## config.mk

```make
export PLATFORM = sky130hd
export DESIGN_NAME = rand_req_issuer
export DESIGN_NICKNAME = d
export VERILOG_FILES = /design/src/rtl/rand_req_issuer_pkg.sv /design/src/rtl/rr_sync_fifo.sv /design/src/rtl/rand_req_issuer.sv
export SDC_FILE = /design/constraint.sdc
export NUM_CORES = 1
export LEC_CHECK = 0
export BUFFER_PORTS_ARGS = -buffer_cell sky130_fd_sc_hd__buf_2
export CAP_MARGIN = 25
export CORE_MARGIN = 5
export CORE_UTILIZATION = 56
export DETAILED_ROUTE_END_ITERATION = 8
export GPL_TIMING_DRIVEN = 0
export PLACE_DENSITY = 0.79
export SETUP_SLACK_MARGIN = 0.1
export SYNTH_ARGS = -nofsm -noshare
export SYNTH_HDL_FRONTEND = slang
export SYNTH_SLANG_ARGS = --single-unit
```

## constraint.sdc

```tcl
create_clock -name CLK_n -period 3.8 [get_ports CLK_n]
set_input_delay 0.38 -clock CLK_n [delete_from_list [all_inputs] [get_ports CLK_n]]
set_output_delay 0.38 -clock CLK_n [all_outputs]
set_load 0.1 [all_outputs]
```

## src/rtl/rand_req_issuer_pkg.sv

```systemverilog
// rtl/rand_req_issuer_pkg.sv - shared widths and FIFO entry layout for rand_req_issuer
//
// Purpose: single source for the request field widths and the bit offsets
// used to pack/unpack a queued request {we, we_array, addr, wdata}.
package rand_req_issuer_pkg;

  localparam int RR_ADDR_W  = 26;
  localparam int RR_DATA_W  = 32;
  localparam int RR_WEA_W   = 4;
  localparam int RR_ENTRY_W = 1 + RR_WEA_W + RR_ADDR_W + RR_DATA_W;  // 63

  // Entry layout, LSB first: wdata, addr, we_array, we.
  localparam int RR_WDATA_LSB = 0;
  localparam int RR_ADDR_LSB  = RR_WDATA_LSB + RR_DATA_W;
  localparam int RR_WEA_LSB   = RR_ADDR_LSB + RR_ADDR_W;
  localparam int RR_WE_BIT    = RR_WEA_LSB + RR_WEA_W;

endpackage

```

## src/rtl/rr_sync_fifo.sv

```systemverilog
// rtl/rr_sync_fifo.sv - synchronous FIFO with registered count and head read-out
//
// Purpose: command queue for rand_req_issuer. The caller guarantees that
// push_i is only asserted when count_o != DEPTH and pop_i only when
// count_o != 0.
// Ports:
//   clk_i, rst_i      clock, synchronous active-high reset
//   push_i, wdata_i   write wdata_i at the tail
//   pop_i             discard the head entry
//   head_o            current head entry (valid when count_o != 0)
//   count_o           number of stored entries, 0..DEPTH
module rr_sync_fifo #(
  parameter int DEPTH = 4,
  parameter int WIDTH = 63
) (
  input  logic                   clk_i,
  input  logic                   rst_i,
  input  logic                   push_i,
  input  logic                   pop_i,
  input  logic [WIDTH-1:0]       wdata_i,
  output logic [WIDTH-1:0]       head_o,
  output logic [$clog2(DEPTH):0] count_o
);

  localparam int AW = $clog2(DEPTH);

  logic [WIDTH-1:0] mem_q [DEPTH];
  logic [AW-1:0]    wr_ptr_q, wr_ptr_d;
  logic [AW-1:0]    rd_ptr_q, rd_ptr_d;
  logic [AW:0]      count_q, count_d;

  // DEPTH is a power of two, so pointers wrap by natural overflow.
  always_comb begin
    wr_ptr_d = wr_ptr_q;
    rd_ptr_d = rd_ptr_q;
    count_d  = count_q;
    if (push_i) wr_ptr_d = wr_ptr_q + AW'(1);
    if (pop_i)  rd_ptr_d = rd_ptr_q + AW'(1);
    if (push_i && !pop_i)      count_d = count_q + (AW+1)'(1);
    else if (!push_i && pop_i) count_d = count_q - (AW+1)'(1);
  end

  always_ff @(posedge clk_i) begin
    if (rst_i) begin
      wr_ptr_q <= '0;
      rd_ptr_q <= '0;
      count_q  <= '0;
    end else begin
      wr_ptr_q <= wr_ptr_d;
      rd_ptr_q <= rd_ptr_d;
      count_q  <= count_d;
    end
  end

  // Storage needs no reset: entries are only observed while counted.
  always_ff @(posedge clk_i) begin
    if (push_i) mem_q[wr_ptr_q] <= wdata_i;
  end

  assign head_o  = mem_q[rd_ptr_q];
  assign count_o = count_q;

endmodule

```

## src/rtl/rand_req_issuer.sv

```systemverilog
// rtl/rand_req_issuer.sv - client-to-DDR random-access request feeder
//
// Purpose: queues client word requests, presents them to the DDR controller
// with level-held rand_req semantics, and returns read data as one-cycle
// pulses READ_LAT cycles after each read is acknowledged.
// Optional: RAND_REQ_REFRESH_TIMER_EN enables the refresh_strobe toggle timer
// (parameter REFRESH_INTERVAL exists only in that build).
// Ports:
//   CLK_n, RST                clock, synchronous active-high reset
//   c_valid/c_ready           client request handshake
//   c_we, c_we_array, c_addr, c_wdata   client request fields
//   r_valid, r_data           read return pulse and data
//   busy                      work queued, staged or in flight
//   rand_req, rand_req_*      staged request to the controller
//   rand_req_ack              controller took the staged word
//   user_req_dataout          controller read data
//   refresh_strobe            refresh request toggle
module rand_req_issuer
  import rand_req_issuer_pkg::*;
#(
  parameter int DEPTH    = 4,
  parameter int READ_LAT = 6
`ifdef RAND_REQ_REFRESH_TIMER_EN
  , parameter int REFRESH_INTERVAL = 768
`endif
) (
  input  logic                 CLK_n,
  input  logic                 RST,
  input  logic                 c_valid,
  output logic                 c_ready,
  input  logic                 c_we,
  input  logic [RR_WEA_W-1:0]  c_we_array,
  input  logic [RR_ADDR_W-1:0] c_addr,
  input  logic [RR_DATA_W-1:0] c_wdata,
  output logic                 r_valid,
  output logic [RR_DATA_W-1:0] r_data,
  output logic                 busy,
  output logic                 rand_req,
  output logic                 rand_req_we,
  output logic [RR_WEA_W-1:0]  rand_req_we_array,
  output logic [RR_ADDR_W-1:0] rand_req_address,
  output logic [RR_DATA_W-1:0] rand_req_datain,
  input  logic                 rand_req_ack,
  input  logic [RR_DATA_W-1:0] user_req_dataout,
  output logic                 refresh_strobe
);

  localparam int CW = $clog2(DEPTH) + 1;

  logic [CW-1:0]         fifo_count;
  logic [RR_ENTRY_W-1:0] fifo_head;
  logic [RR_ENTRY_W-1:0] push_entry;
  logic                  push, pop, fifo_nonempty, ack_ok, read_ack;

  logic                 req_q, req_d;
  logic                 we_q, we_d;
  logic [RR_WEA_W-1:0]  wea_q, wea_d;
  logic [RR_ADDR_W-1:0] addr_q, addr_d;
  logic [RR_DATA_W-1:0] wdata_q, wdata_d;
  logic [READ_LAT-1:0]  tag_q, tag_d;
  logic                 r_valid_q, r_valid_d;
  logic [RR_DATA_W-1:0] r_data_q, r_data_d;

  // Full blocks pushes even when the staging register pops the same cycle.
  assign c_ready       = !RST && (fifo_count != CW'(DEPTH));
  assign push          = c_valid && c_ready;
  assign fifo_nonempty = (fifo_count != '0);
  // An ack is only meaningful while a request is actually presented.
  assign ack_ok        = rand_req_ack && req_q;
  assign read_ack      = ack_ok && !we_q;
  assign pop           = fifo_nonempty && (!req_q || rand_req_ack);

  always_comb begin
    push_entry = '0;
    push_entry[RR_WE_BIT]                   = c_we;
    push_entry[RR_WEA_LSB +: RR_WEA_W]      = c_we_array;
    push_entry[RR_ADDR_LSB +: RR_ADDR_W]    = c_addr;
    push_entry[RR_WDATA_LSB +: RR_DATA_W]   = c_wdata;
  end

  rr_sync_fifo #(
    .DEPTH (DEPTH),
    .WIDTH (RR_ENTRY_W)
  ) u_fifo (
    .clk_i   (CLK_n),
    .rst_i   (RST),
    .push_i  (push),
    .pop_i   (pop),
    .wdata_i (push_entry),
    .head_o  (fifo_head),
    .count_o (fifo_count)
  );

  // Staging register: fields only move on a load, so they hold while stalled.
  always_comb begin
    req_d   = req_q;
    we_d    = we_q;
    wea_d   = wea_q;
    addr_d  = addr_q;
    wdata_d = wdata_q;
    if (pop) begin
      req_d   = 1'b1;
      we_d    = fifo_head[RR_WE_BIT];
      wea_d   = fifo_head[RR_WEA_LSB +: RR_WEA_W];
      addr_d  = fifo_head[RR_ADDR_LSB +: RR_ADDR_W];
      wdata_d = fifo_head[RR_WDATA_LSB +: RR_DATA_W];
    end else if (ack_ok) begin
      req_d = 1'b0;
    end
  end

  // Tag pipe: bit k set means a read was acked k+1 edges ago.
  always_comb begin
    tag_d     = tag_q << 1;
    tag_d[0]  = read_ack;
    r_valid_d = tag_q[READ_LAT-1];
    r_data_d  = tag_q[READ_LAT-1] ? user_req_dataout : r_data_q;
  end

  always_ff @(posedge CLK_n) begin
    if (RST) begin
      req_q     <= 1'b0;
      we_q      <= 1'b0;
      wea_q     <= '0;
      addr_q    <= '0;
      wdata_q   <= '0;
      tag_q     <= '0;
      r_valid_q <= 1'b0;
      r_data_q  <= '0;
    end else begin
      req_q     <= req_d;
      we_q      <= we_d;
      wea_q     <= wea_d;
      addr_q    <= addr_d;
      wdata_q   <= wdata_d;
      tag_q     <= tag_d;
      r_valid_q <= r_valid_d;
      r_data_q  <= r_data_d;
    end
  end

  assign rand_req          = req_q;
  assign rand_req_we       = we_q;
  assign rand_req_we_array = wea_q;
  assign rand_req_address  = addr_q;
  assign rand_req_datain   = wdata_q;
  assign r_valid           = r_valid_q;
  assign r_data            = r_data_q;
  assign busy              = !RST && (fifo_nonempty || req_q || (tag_q != '0));

`ifdef RAND_REQ_REFRESH_TIMER_EN
  localparam int RFW = (REFRESH_INTERVAL > 1) ? $clog2(REFRESH_INTERVAL) : 1;

  logic [RFW-1:0] rf_cnt_q, rf_cnt_d;
  logic           rf_strobe_q, rf_strobe_d;

  always_comb begin
    rf_cnt_d    = rf_cnt_q + RFW'(1);
    rf_strobe_d = rf_strobe_q;
    if (rf_cnt_q == RFW'(REFRESH_INTERVAL - 1)) begin
      rf_cnt_d    = '0;
      rf_strobe_d = ~rf_strobe_q;
    end
  end

  always_ff @(posedge CLK_n) begin
    if (RST) begin
      rf_cnt_q    <= '0;
      rf_strobe_q <= 1'b0;
    end else begin
      rf_cnt_q    <= rf_cnt_d;
      rf_strobe_q <= rf_strobe_d;
    end
  end

  assign refresh_strobe = rf_strobe_q;
`else
  assign refresh_strobe = 1'b0;
`endif

endmodule
```

# Word-level counts from Yosys, hierarchy flattened
# Memories as Yosys holds them, arrays and structs flattened. A register that Yosys moved wholly into a read port is not among the register bits.
# Index checks and enable logic that the tools add are counted.
[classes]
add_sub_neg = 4
n_eq_ne = 1
muxes = 6
n_reduce_logical = 20
[op_table]
columns = ["op", "n"]
rows = [
  ["1-bit logical AND", 8],
  ["3-bit 2-to-1 mux", 2],
  ["6-bit nonzero test", 1],
  ["1-bit zero test", 5],
  ["2-bit by 1-bit adder with 2-bit output (second input constant)", 2],
  ["1-bit 2-to-1 mux", 4],
  ["2-bit nonzero test", 2],
  ["3-bit by 1-bit adder with 3-bit output (second input constant)", 1],
  ["1-bit logical OR", 3],
  ["3-bit != test (second input constant)", 1],
  ["3-bit nonzero test", 1],
  ["3-bit by 1-bit subtractor with 3-bit output (second input constant)", 1],
]
[word_totals]
reg_bits = 47
ram_bits = 252
out_inout_bits = 100
elab_cells = 39
n_memories = 1
[memory_table]
columns = ["memory", "words", "width", "read_ports", "rd_clocked_by_memory_dff", "write_ports", "line", "source"]
rows = [
  ["u_fifo.mem_q", 4, 63, 1, 1, 1, "rr_sync_fifo.sv:27", "logic [WIDTH-1:0] mem_q [DEPTH];"],
]

# Logic depth before layout (Yosys ltp)
# Gate-level depths: netlist of run 1.
[depth]
depth_word = 7
mapped_depth = 8

# Hierarchy
# Synthesis of run 1 repeated with hierarchy kept, for this count alone.
[hier_totals]
cells_unflattened = 776
area_unflattened_um2 = 13813.2
[modules_own_cells]
columns = ["module", "instances", "cells_each", "area_each_um2", "seq_area_each_um2"]
rows = [
  ["rr_sync_fifo", 1, 371, 9579.2, 7747.4],
  ["rand_req_issuer", 1, 405, 4234.1, 2062.0],
]

# Least setup slack after synthesis of run 1
# Ideal clock, no wire load.
[synth_timing]
path_kind = "register to output"
from = "register req_q (netlist: rand_req)"
to = "output port busy"
t_arrival_ps = 2820
slack_ps = 600
path_stages_with_launch = 3
path_cell_list = "dfxtp_1 nor3_1 a31oi_1"
[synth_via]
elab_chain_cells = 3
[synth_lines]
columns = ["element", "line", "source"]
rows = [
  ["from (decl)", "rand_req_issuer.sv:55", "logic req_q, req_d;"],
  ["from (signal assigned)", "rand_req_issuer.sv:131", "req_q <= req_d;"],
  ["1-bit logical OR (2 in series)", "rand_req_issuer.sv:149", "assign busy = !RST && (fifo_nonempty || req_q || (tag_q != '0));"],
  ["1-bit logical AND", "rand_req_issuer.sv:149", ""],
  ["to (decl)", "rand_req_issuer.sv:37", "output logic busy,"],
]
# No other way between the ends.

# Worst setup path after layout of run 1
[layout_timing]
from = "register u_fifo.count_q[0] (netlist: u_fifo.count_o[0])"
to = "register u_fifo.count_q[2] (netlist: u_fifo.count_o[2])"
[layout_via]
elab_chain_cells = 6
elab_cells_between_ends = 14
cone_classes = "2 x add/sub; 1 x eq/ne; 2 x mux; 9 x reduce/logical"
[layout_lines]
columns = ["element", "line", "source"]
rows = [
  ["from (decl)", "rr_sync_fifo.sv:30", "logic [AW:0] count_q, count_d;"],
  ["from (signal assigned)", "rr_sync_fifo.sv:51", "count_q <= count_d;"],
  ["3-bit != test *", "rand_req_issuer.sv:65", "assign c_ready = !RST && (fifo_count != CW'(DEPTH));"],
  ["1-bit logical AND *", "rand_req_issuer.sv:65", ""],
  ["1-bit logical AND *", "rand_req_issuer.sv:66", "assign push = c_valid && c_ready;"],
  ["via push", "rand_req_issuer.sv:53", "logic push, pop, fifo_nonempty, ack_ok, read_ack;"],
  ["1-bit zero test", "rr_sync_fifo.sv:40", "else if (!push_i && pop_i) count_d = count_q - (AW+1)'(1);"],
  ["1-bit logical AND", "rr_sync_fifo.sv:40", ""],
  ["2-bit nonzero test (no source line)", "-", ""],
]
# Mark *: on every way through the listed nets, which the timed path passes. The rest lies on a longest branch. The select of a mux whose other input is x is not followed.
# A chain may end at the register's enable or synchronous reset.

==> summary.txt, run 1 <==
CTS Buf Count -> 36
Int Power -> 8.37 mW
initial core utilization -> 56.8%
Worst Hold End -> u_fifo.mem_q[0][35]
Setup Crit Path Kind -> reg -> reg
peak supply drop -> 865 µV
chip height -> 161 µm
num rows -> 55
RSZ-0062 raised after global routing -> no
setup_tns -> 0 ps
Post-DRT Antenna Nets -> 0
area of the multi-input gates -> 2810 µm²
FMAX -> 0.408 GHz
clk root buf -> clkbuf_16
DRC Markers -> 0
Synth Register Bits -> 362
RR Endpoint -> u_fifo.count_o[2]
slew margin rel. -> 40.7%
leakage power -> 5.74 nW
Mean Syn Cell Area -> 19.9 µm²
min-delay worst type -> in -> reg
# setup viols final -> 0
initial DRC count -> 484
status -> finished clean
Max FO, Critical Path -> 7
Detail Placement HPWL -> 15.8 mm
antenna violations before repair -> 4
Final Util -> 69.0%
Syn Inst Count -> 643
vias in the first global route -> 7,022
# H-tree levels -> 2
Die X -> 161 µm
Final GP Congestion -> 0.712
Avg WL per Cell -> 20.6 µm
Post-CTS Hold Buffers -> 0
vias -> 6,664
Critical Path AT -> 2880 ps
largest net degree at the start of global routing -> 47
post-CTS setup repair buffer count -> 0
overall die area -> 26,000 µm²
period utilisation layout -> 64.5%
drt first pass iters -> 5
clock power share -> 28.1%
GR Overflow Total -> 0
sequential fraction of the synthesis area -> 76.3%
Critical Path Source Type -> flop
Seq pwr share -> 37.3%
Port Buffers -> 196
top cells by area, synth -> edfxtp_1, dfxtp_1, mux4_2
Worst Setup SP -> u_fifo.count_o[0]
Distinct cells, synth -> 34
Core ar. -> 22,600 µm²
nets -> 986
share of post-route cells with drive strength above 1 -> 38.6%
sw frac -> 38.0%
post-CTS sizing -> 0
origin of the worst min-delay path -> c_addr[3]
via/cell ratio -> 5.58
post-route insts no fill -> 1,194
flop2flop setup slack -> 1350 ps
max-slew violation count -> 0
P_sw -> 5.13 mW
commonest non-fill, non-tap cell in the layout -> edfxtp_1
Bufs on Longest Clock Path -> 3
Least-Margin Pin Slew -> 885 ps
Yosys top cell by area -> edfxtp_1
Worst Path Required -> 4230 ps
Critical R2R Launch -> u_fifo.count_o[0]
PD cells -> 867 nW/µm²
Final min period -> 2450 ps
Hold Fails Final Rpt -> 0
first-pass GRT wire length -> 39.3 mm
Area Growth Syn to Fin -> 21.5%
placed insts -> 1,128
clk sinks -> 362
mapped cell area -> 12,800 µm²
antenna cells -> 0
Max-cap violations -> 0
Filler cells -> 1,458
Hold Path Depth -> 1
Critical Path End Type -> flop
Ports -> 199
Worst-Skew Late Latency -> 510 ps
Logic pwr share -> 34.6%
Worst-path clk slew -> 60 ps
Yosys top cell area share -> 59.1%
FF/Latch Area -> 9770 µm²
Synth warnings -> 0
Mapped Nets -> 748
Clock Skew -> 17.7 ps
R2R depth -> 8
final wirelength -> 24.6 mm
Total Routing Usage GR -> 19.2%
CTS tree -> yes
commonest cells after routing, fill and taps aside -> edfxtp_1, buf_2, dfxtp_1
-- per-stage QoR --
| stage | power [mW] | setup WS (ps) | instance area (µm²) | hold slack, ps |
|---|---|---|---|---|
| after floorplan | 8.92 | 600 | 12800 | 439 |
| after global placement | 9.76 | -370 | 14100 | 452 |
| after detailed placement | 9.83 | 1360 | 14300 | 461 |
| after CTS | 13.6 | 1350 | 15600 | 57.8 |
| after global routing | 14.0 | 1200 | 15600 | 65.2 |
| final | 13.5 | 1350 | 15600 | 76.7 |
-- worst max-delay path by stage --
stage | cells past startpoint | to
floorplan | 2 | busy
global placement | 3 | u_fifo.mem_q[0][21]
detailed placement | 8 | u_fifo.count_o[2]
CTS | 8 | u_fifo.count_o[2]
global route | 8 | u_fifo.count_o[2]
finish | 8 | u_fifo.count_o[2]
-- power by group through the flow --
stage / Clock [mW] / Sequential [mW] / Combinational, mW
finish: 3.80 / 5.03 / 4.67
global placement: 0 / 5.11 / 4.65
CTS: 3.87 / 5.03 / 4.74
global route: 4.05 / 5.08 / 4.91
detailed placement: 0 / 5.10 / 4.73
floorplan: 0 / 7.33 / 1.59
-- worst max-delay path, cell delays in order (launching register included) --
cell     delay (ps)
dfxtp_1         440
nor3b_1         140
nor3b_2         480
ha_1            290
inv_1            60
fa_1            370
xor2_1          170
or3_1           300
a21oi_1         130
-- cells in the mapped netlist --
cell and n:
nand2_1 1, buf_2 8, ha_1 5, fa_1 1, edfxtp_1 252, mux2_2 2
a21oi_4 1, mux2i_1 34, buf_4 2, nor3_1 2, mux4_2 63, a21oi_1 3
o21ai_0 2, nor3_2 1, nor2b_1 8, a31oi_1 1, a22o_1 63, nor4_1 1
nor3b_2 1, nor4bb_1 1, nor3b_1 1, or3_4 1, conb_1 1, xor2_1 2
inv_1 3, nand3_1 1, or3_1 2, clkbuf_1 13, buf_1 4, and2_1 4
buf_6 10, dfxtp_1 110, nor2_1 37, nand2b_1 2
-- cells by family (layout without fill, tap and decap cells) --
kind of cell | count (synthesis) | after routing | share of synthesized area (%)
XOR/XNOR | 2 | 2 | 0.137
buffers and inverters | 40 | 306 | 1.89
multiplexers | 99 | 99 | 13.9
AND/OR/NAND/NOR | 63 | 63 | 2.46
flip-flops | 362 | 362 | 76.3
AO/OA/AOI/OAI | 70 | 70 | 4.68
adder cells (fa/ha/maj) | 6 | 6 | 0.645
other | 1 | 1 | 0.0293
-- sequential cells by signal, indices dropped and copies added (netlist names) --
register and cells:
u_fifo.count_o 3, rand_req_we 1, rand_req_datain 32, u_fifo.mem_q 252, u_fifo.rd_ptr_q 2, r_data 32, rand_req 1, r_valid 1
u_fifo.wr_ptr_q 2, tag_q 6, rand_req_we_array 4, rand_req_address 26
-- per-layer routing --
layer	up-vias	track usage, %	share of wire (%)	wire length (µm)
li1	3045	-	-	-
met1	3318	26.4	42	10400
met2	249	32.0	49	12000
met3	44	4.47	7.1	1750
met4	8	4.42	1.6	384
met5	-	0	0.17	42
-- area by class of cell --
type                            instances  area share, %
Inverter                                3         0.0723
Timing Repair Buffer                  200           7.01
Sequential cell                       362           62.8
Tap cell                              285           2.29
Clock buffer                           46           6.49
Buffer                                 37           1.49
Multi-Input combinational cell        241           18.1
Clock inverter                         20           1.86
No activity file was read; power rests on OpenSTA's default activity.
==> run 2, diff against run 1 <==
ABC_AREA = 1   (was unset)
CORE_UTILIZATION = 58   (was 56)
PLACE_DENSITY = 0.8   (was 0.79)
clock period = 2.55 ns   (was 3.8 ns; I/O delays follow)
==> run 2 against run 1 <==
Effect of this change: non-clock buffer count is 135 higher; sequential power is 47% higher; critical path depth is 8 higher; total power is 67% higher; sequential share of layout area is 10 points lower; largest power group is now combinational logic; via count is 74% higher; hold slack worse by 71 ps; critical path type is now in -> reg; highest routed layer unchanged; combinational power is 110% higher.
==> summary.txt, run 2 <==
Clock Skew -> 11.7 ps (-6.03 ps)
peak supply drop -> 1260 µV (+46%)
Yosys top cell by area -> edfxtp_1
largest reg by FF count -> u_fifo.mem_q
CP dominant cell by count -> nand2_1
Avg WL per Cell -> 15.9 µm (-23%)
ys async rst share -> 0% (unchanged)
antenna violations before repair -> 3 (-1)
Placed Instance Area -> 16,500 µm² (+16%)
Critical Path AT -> 2660 ps (-220 ps)
Core ar. -> 25,300 µm² (+12%)
Post-Synth Adder-Cell Area -> 0.553% (-0.091 points)
CP bufs+invs -> 7 (+6)
Final GP Congestion -> 0.800 (+12%)
Synth warnings -> 0 (unchanged)
clk root buf -> clkbuf_16
post-route insts no fill -> 2,319 (+94%)
placed insts -> 2,159 (+91%)
period utilisation layout -> 88.1%
setup_tns -> 0 ps (unchanged)
nets -> 2,066 (+110%)
Critical Path Slowest Stage Cell -> dlygate4sd3_1
min-delay worst type -> in -> reg
Power, Total -> 22.5 mW (+67%)
critical-path cell list -> dlygate4sd3_1, buf_2, inv_1, nand2_1, nand2_2, buf_6, buf_6, ha_1, inv_1, fa_1, inv_1, nand2_1, nand3_1, nand2_1, nand2_1, nor2_1
Area Growth Syn to Fin -> 24.9%
Logic pwr share -> 43.4% (+8.8 points)
clock power share -> 23.7% (-4.4 points)
largest net degree at the start of global routing -> 29 (-38%)
Max-cap violations -> 0 (unchanged)
top cells by area, synth -> edfxtp_1, dfxtp_1, nand2_1
Setup Crit Path Kind -> in -> reg
Mean Syn Cell Area -> 9.19 µm² (-54%)
Compound-Gate Fraction of Synth Area -> 1.21% (-3.5 points)
max-slew violation count -> 0 (unchanged)
Filler cells -> 1,705 (+17%)
share of post-route cells with drive strength above 1 -> 16.2% (-22 points)
Critical Path Source Type -> input port
Place WS -> 290 ps (-1070 ps)
CTS tree -> yes
Yosys top cell area share -> 50.7% (-8.4 points)
Final Util -> 73.8% (+4.9 points)
Int Power -> 12.4 mW (+48%)
Hold Slack -> 5.75 ps (-70.9 ps)
vias -> 11,600 (+74%)
Finished Cell Area -> 18,600 µm² (+20%)
Distinct cells, synth -> 25 (-26%)
# H-tree levels -> 2 (unchanged)
clk sinks -> 362 (unchanged)
Ports -> 199 (unchanged)
commonest cells after routing, fill and taps aside -> nand2_1, inv_1, edfxtp_1
top-count cell post-synth -> nand2_1
Worst Path Required -> 2960 ps (-1270 ps)
max reg flops -> 252 (unchanged)
sequential fraction of the synthesis area -> 65.4% (-11 points)
first-pass GRT wire length -> 58.5 mm (+49%)
Critical Path End Type -> flop
num rows -> 58 (+5.5%)
drt first pass iters -> 5 (unchanged)
mapped cell area -> 14,900 µm² (+17%)
multiplexer share of the synthesized area -> 0% (-14 points)
Port Buffers -> 197 (+0.51%)
commonest non-fill, non-tap cell in the layout -> nand2_1
P_sw -> 10.1 mW (+97%)
Simple-Gate Fraction of Synth Area -> 21.5% (+19 points)
Total Routing Usage GR -> 25.5% (+6.3 points)
Hold Fails Final Rpt -> 0 (unchanged)
Bufs on Longest Clock Path -> 3 (unchanged)
# setup viols final -> 0 (unchanged)
Final min period -> 2250 ps
PD cells -> 1210 nW/µm² (+39%)
Die X -> 170 µm (+5.7%)
leakage power -> 9.00 nW (+57%)
Post-synth EDFFs -> 252 (unchanged)
slew margin rel. -> 60.0% (+19 points)
max incr delay on CP -> 560 ps (+80 ps)
FMAX -> 0.445 GHz
DRC Markers -> 0 (unchanged)
Max FO, Critical Path -> 10 (+3)
Synth Register Bits -> 362 (unchanged)
most instantiated cells after synthesis -> nand2_1, inv_1, edfxtp_1
status -> finished clean
Worst-path clk slew -> 60 ps (about the same)
chip height -> 170 µm (+5.7%)
overall die area -> 29,100 µm² (+12%)
GR Overflow Total -> 0 (unchanged)
Post-DRT Antenna Nets -> 0 (unchanged)
sw frac -> 45.0% (+7.0 points)
via/cell ratio -> 5.00 (-10%)
Syn Inst Count -> 1,624 (+150%)
ys flop type -> edfxtp_1
initial DRC count -> 1,047 (+120%)
initial core utilization -> 59.1% (+2.4 points)
Worst-Skew Late Latency -> 510 ps (about the same)
RSZ-0062 raised after global routing -> no
PnR worst setup slack -> 303 ps (-1050 ps)
CTS Buf Count -> 37 (+2.8%)
xor and xnor fraction of the mapped netlist area -> 0.0587% (-0.078 points)
Mapped Nets -> 1,729 (+130%)
Detail Placement HPWL -> 22.9 mm (+45%)
Seq pwr share -> 32.9% (-4.4 points)
CP top delay family -> buffers and inverters
Least-Margin Pin Slew -> 600 ps (-285 ps)
final wirelength -> 36.9 mm (+50%)
main combinational cell family by area after synthesis -> simple AND/OR/NAND/NOR gates
vias in the first global route -> 11,800 (+68%)
[run 2: cell count changes after synthesis, moves of 4 or more]
cell / change
a22o_1: -63
and2_1: -4
buf_2: +31
buf_4: +4
inv_1: +332
mux2i_1: -34
mux4_2: -63
nand2_1: +457
nand3_1: +132
nor2_1: +171
nor2b_1: -8
o21ai_0: +31
[run 2: layout make-up]
class / count / area, µm² / share of cell area [%]
flip-flops and latches: 362 / 9770 / 52.4
multi-input cells: 849 / 3520 / 18.9
repair buffers: 298 / 2080 / 11.1
inverters: 339 / 1270 / 6.82
clock buffers: 48 / 997 / 5.35
well taps: 330 / 413 / 2.21
plain buffers: 74 / 402 / 2.15
clock inverters: 16 / 185 / 0.993
diodes: 3 / 7.51 / 0.0403
[run 2: final timing paths]
| kind | start | to | slack (ps) | cells past startpoint |
|---|---|---|---|---|
| max | rand_req_ack | u_fifo.count_o[2] | 300 | 16 |
| min | user_req_dataout[26] | r_data[26] | 6 | 3 |
| max reg2reg | u_fifo.count_o[0] | u_fifo.count_o[2] | 340 | 14 |
| min reg2reg | tag_q[1] | tag_q[2] | 430 | 2 |
[run 2: repair_timing]
item                                    in CTS  in global routing
hold buffers                                93                  0
gates resized for setup                      0                  1
setup buffers                                0                  0
hold endpoints to repair                   282                  0
endpoints found under the setup margin       0                  1
[run 2: logic make-up (layout without fill, tap and decap cells)]
kind of cell / after synthesis / in the layout
flip-flops: 362 / 362
buffers and inverters: 413 / 775
XOR/XNOR: 1 / 1
AO/OA/AOI/OAI: 36 / 36
other: 1 / 4
AND/OR/NAND/NOR: 805 / 805
adder cells (fa/ha/maj): 6 / 6
[run 2: power by group through the flow]
stage                     sequential (mW)  combinational [mW]  clock (mW)
final                                7.40                9.76        5.33
after global routing                 7.48                10.5        5.65
after CTS                            7.40                9.71        5.38
after detailed placement             7.52                9.53           0
after global placement               7.51                9.29           0
after floorplan                      11.2                3.81           0
[run 2: routing by layer]
metal | vias up | GRT usage [%] | share of wire [%]
met5 | - | 0 | 0.019
met4 | 2 | 10.3 | 3.5
met3 | 95 | 4.13 | 7.7
met2 | 501 | 45.3 | 50
met1 | 5358 | 31.1 | 39
li1 | 5632 | - | -
[run 2: worst reg2reg max path, delay by kind of cell, from the launching register on]
kind,cells,cell delay (ps)
flops,1,360
fa+ha+maj,2,550
simple gates,8,660
buf+inv,4,540
==> run 3, diff against run 2 <==
CORE_UTILIZATION = 54   (was 58)
CTS_BUF_LIST = sky130_fd_sc_hd__clkbuf_8   (was unset)
PLACE_DENSITY = 0.78   (was 0.8)
clock period = 1.8 ns   (was 2.55 ns; I/O delays follow)
==> run 3 against run 2 <==
Effect of this change: the flow now finishes with violations (setup timing); wire length down 1.1%; combinational power up 45%; critical path depth down 2; hold slack better by 26 ps; critical path type is now reg -> reg; sequential power up 42%; register-to-register slack worse by 420 ps; die area up 7.0%; via count up 0.15%; highest routed layer unchanged; sequential cell count unchanged; first-iteration DRC count down 21%; largest cell class unchanged; total power up 44%; clock skew up 7.7 ps; largest power group unchanged.
==> summary.txt, run 3 (same netlist as run 2, synthesis figures left out) <==
status -> complete, but fails checks
failing checks -> setup timing
Critical R2R Launch -> u_fifo.count_o[0]
vias in the first global route -> 11,800 (-0.17%)
min-delay worst type -> in -> reg
Critical Path Slowest Stage Cell -> dfxtp_4
Least-Margin Pin Slew -> 655 ps (+54.4 ps)
Worst Hold End -> rand_req
max reg flops -> 252 (unchanged)
antenna violations before repair -> 3 (unchanged)
slew margin rel. -> 56.4% (-3.6 points)
Critical Path End Type -> flop
share of post-route cells with drive strength above 1 -> 19.3% (+3.2 points)
leakage power -> 9.29 nW (+3.2%)
first-pass GRT wire length -> 57.8 mm (-1.2%)
area of the multi-input gates -> 3590 µm² (+1.9%)
Final GP Congestion -> 0.759 (-5.1%)
Worst Path Required -> 2270 ps (-690 ps)
PD cells -> 1690 nW/µm² (+40%)
Avg WL per Cell -> 15.0 µm (-5.6%)
Worst-Skew Late Latency -> 590 ps (+80 ps)
overall die area -> 31,100 µm² (+7.0%)
CP top delay family -> simple AND/OR/NAND/NOR gates
PnR worst setup slack -> -83.0 ps (-386 ps)
Hold Fails Final Rpt -> 0 (unchanged)
Bufs on Longest Clock Path -> 3 (unchanged)
Core ar. -> 27,100 µm² (+7.3%)
setup_tns -> -191 ps (-191 ps)
peak supply drop -> 1220 µV (-3.2%)
CTS Buf Count -> 57 (+54%)
Max-cap violations -> 0 (unchanged)
critical-path cell list -> nor2_4, nand2_4, buf_6, nand2_4, buf_12, ha_4, inv_4, fa_2, inv_2, nand2_1, nand3_2, nand2_1, nand2_1, nor2_1
flop2flop setup slack -> -80 ps (-420 ps)
Final min period -> 1880 ps
CP dominant cell by count -> nand2_1
Ports -> 199 (unchanged)
clk root buf -> clkbuf_8
Setup Crit Path Kind -> reg -> reg
final wirelength -> 36.5 mm (-1.1%)
num rows -> 60 (+3.4%)
max-slew violation count -> 0 (unchanged)
Total Routing Usage GR -> 23.2% (-2.3 points)
clk sinks -> 362 (unchanged)
drt first pass iters -> 7 (+2)
RR Endpoint -> u_fifo.count_o[2]
DRC Markers -> 0 (unchanged)
period utilisation layout -> 105%
Worst Setup SP -> u_fifo.count_o[0]
initial DRC count -> 829 (-21%)
nets -> 2,110 (+2.1%)
largest reg by FF count -> u_fifo.mem_q
FF/Latch Area -> 9780 µm² (+0.13%)
GR Overflow Total -> 0 (unchanged)
initial core utilization -> 55.1% (-4.0 points)
Clock Skew -> 19.4 ps (+7.73 ps)
largest net degree at the start of global routing -> 31 (+6.9%)
Filler cells -> 1,907 (+12%)
# H-tree levels -> 2 (unchanged)
RSZ-0062 raised after global routing -> yes
max incr delay on CP -> 370 ps (-190 ps)
FMAX -> 0.531 GHz
Port Buffers -> 197 (unchanged)
Hold Path Depth -> 6 (+3)
vias -> 11,600 (+0.15%)
commonest cells after routing, fill and taps aside -> nand2_1, inv_1, edfxtp_1
Die X -> 176 µm (+3.4%)
# setup viols final -> 3 (+3)
Power, Total -> 32.3 mW (+44%)
Worst-path clk slew -> 70 ps (about the same)
Post-DRT Antenna Nets -> 0 (unchanged)
chip height -> 176 µm (+3.4%)
via/cell ratio -> 4.78 (-4.3%)
origin of the worst min-delay path -> rand_req_ack
Detail Placement HPWL -> 22.7 mm (-0.80%)
CTS tree -> yes
commonest non-fill, non-tap cell in the layout -> nand2_1
Max FO, Critical Path -> 3 (-7)
CP bufs+invs -> 4 (-3)
Area Growth Syn to Fin -> 28.4%
R2R depth -> 14 (unchanged)
Critical Path Source Type -> flop
Critical Path AT -> 2350 ps (-310 ps)
run 3: timing repair:
item,CTS,global route
endpoints found under the hold margin,288,1
hold buffers,97,1
pin swaps,9,8
endpoints found under the setup margin,130,117
cloned,0,0
setup buffers,14,6
gates resized for setup,18,12
run 3: worst register-to-register path, delay by kind of cell (launching register included):
kind	cells	cell delay [ps]
flops	1	370
buf+inv	4	330
fa+ha+maj	2	500
simple gates	8	570
run 3: worst max path at each step:
stage | cells after the start | slack (ps) | endpoint
5_1_grt | 12 | -160 | u_fifo.count_o[2]
3_3_place_gp | 4 | -1020 | u_fifo.mem_q[0][29]
6_report | 14 | -80 | u_fifo.count_o[2]
3_5_place_dp | 14 | -340 | u_fifo.count_o[2]
2_1_floorplan | 4 | -240 | u_fifo.mem_q[0][0]
4_1_cts | 5 | -100 | busy
run 3: power breakdown:
group | switching [mW] | internal, mW
clock | 3.21 | 4.34
combinational | 10.8 | 3.44
sequential | 0.531 | 10.0
total | 14.5 | 17.8
run 3: routing by layer:
layer | up-vias | track usage, % | part of all wire (%)
met4 | 2 | 9.23 | 3.1
met5 | - | 0 | 0.036
met2 | 465 | 42.0 | 51
li1 | 5734 | - | -
met1 | 5315 | 27.4 | 38
met3 | 89 | 4.33 | 7.7
run 3: cell type report:
type,count,share of cell area (%)
multi-input combinational,849,18.7
clock inverter,43,1.98
sequential,362,51.0
tap,372,2.43
timing repair buffer,323,12.3
inverter,339,6.66
antenna,2,0.0261
clock buffer,65,4.67
buffer,73,2.18
run 3: metrics by stage:
| step | util (%) | instance area, µm² | setup WS (ps) | hold WS [ps] | cells |
|---|---|---|---|---|---|
| 2_1_floorplan | - | 15000 | -242 | 249 | 1624 |
| 3_3_place_gp | 60.8 | 16500 | -1020 | 390 | 2193 |
| 3_5_place_dp | 61.4 | 16600 | -339 | 395 | 2201 |
| 4_1_cts | 70.4 | 19100 | -104 | -195 | 2419 |
| 5_1_grt | 70.8 | 19200 | -161 | 36.6 | 2428 |
| 6_report | 70.8 | 19200 | -83.0 | 32.0 | 2428 |
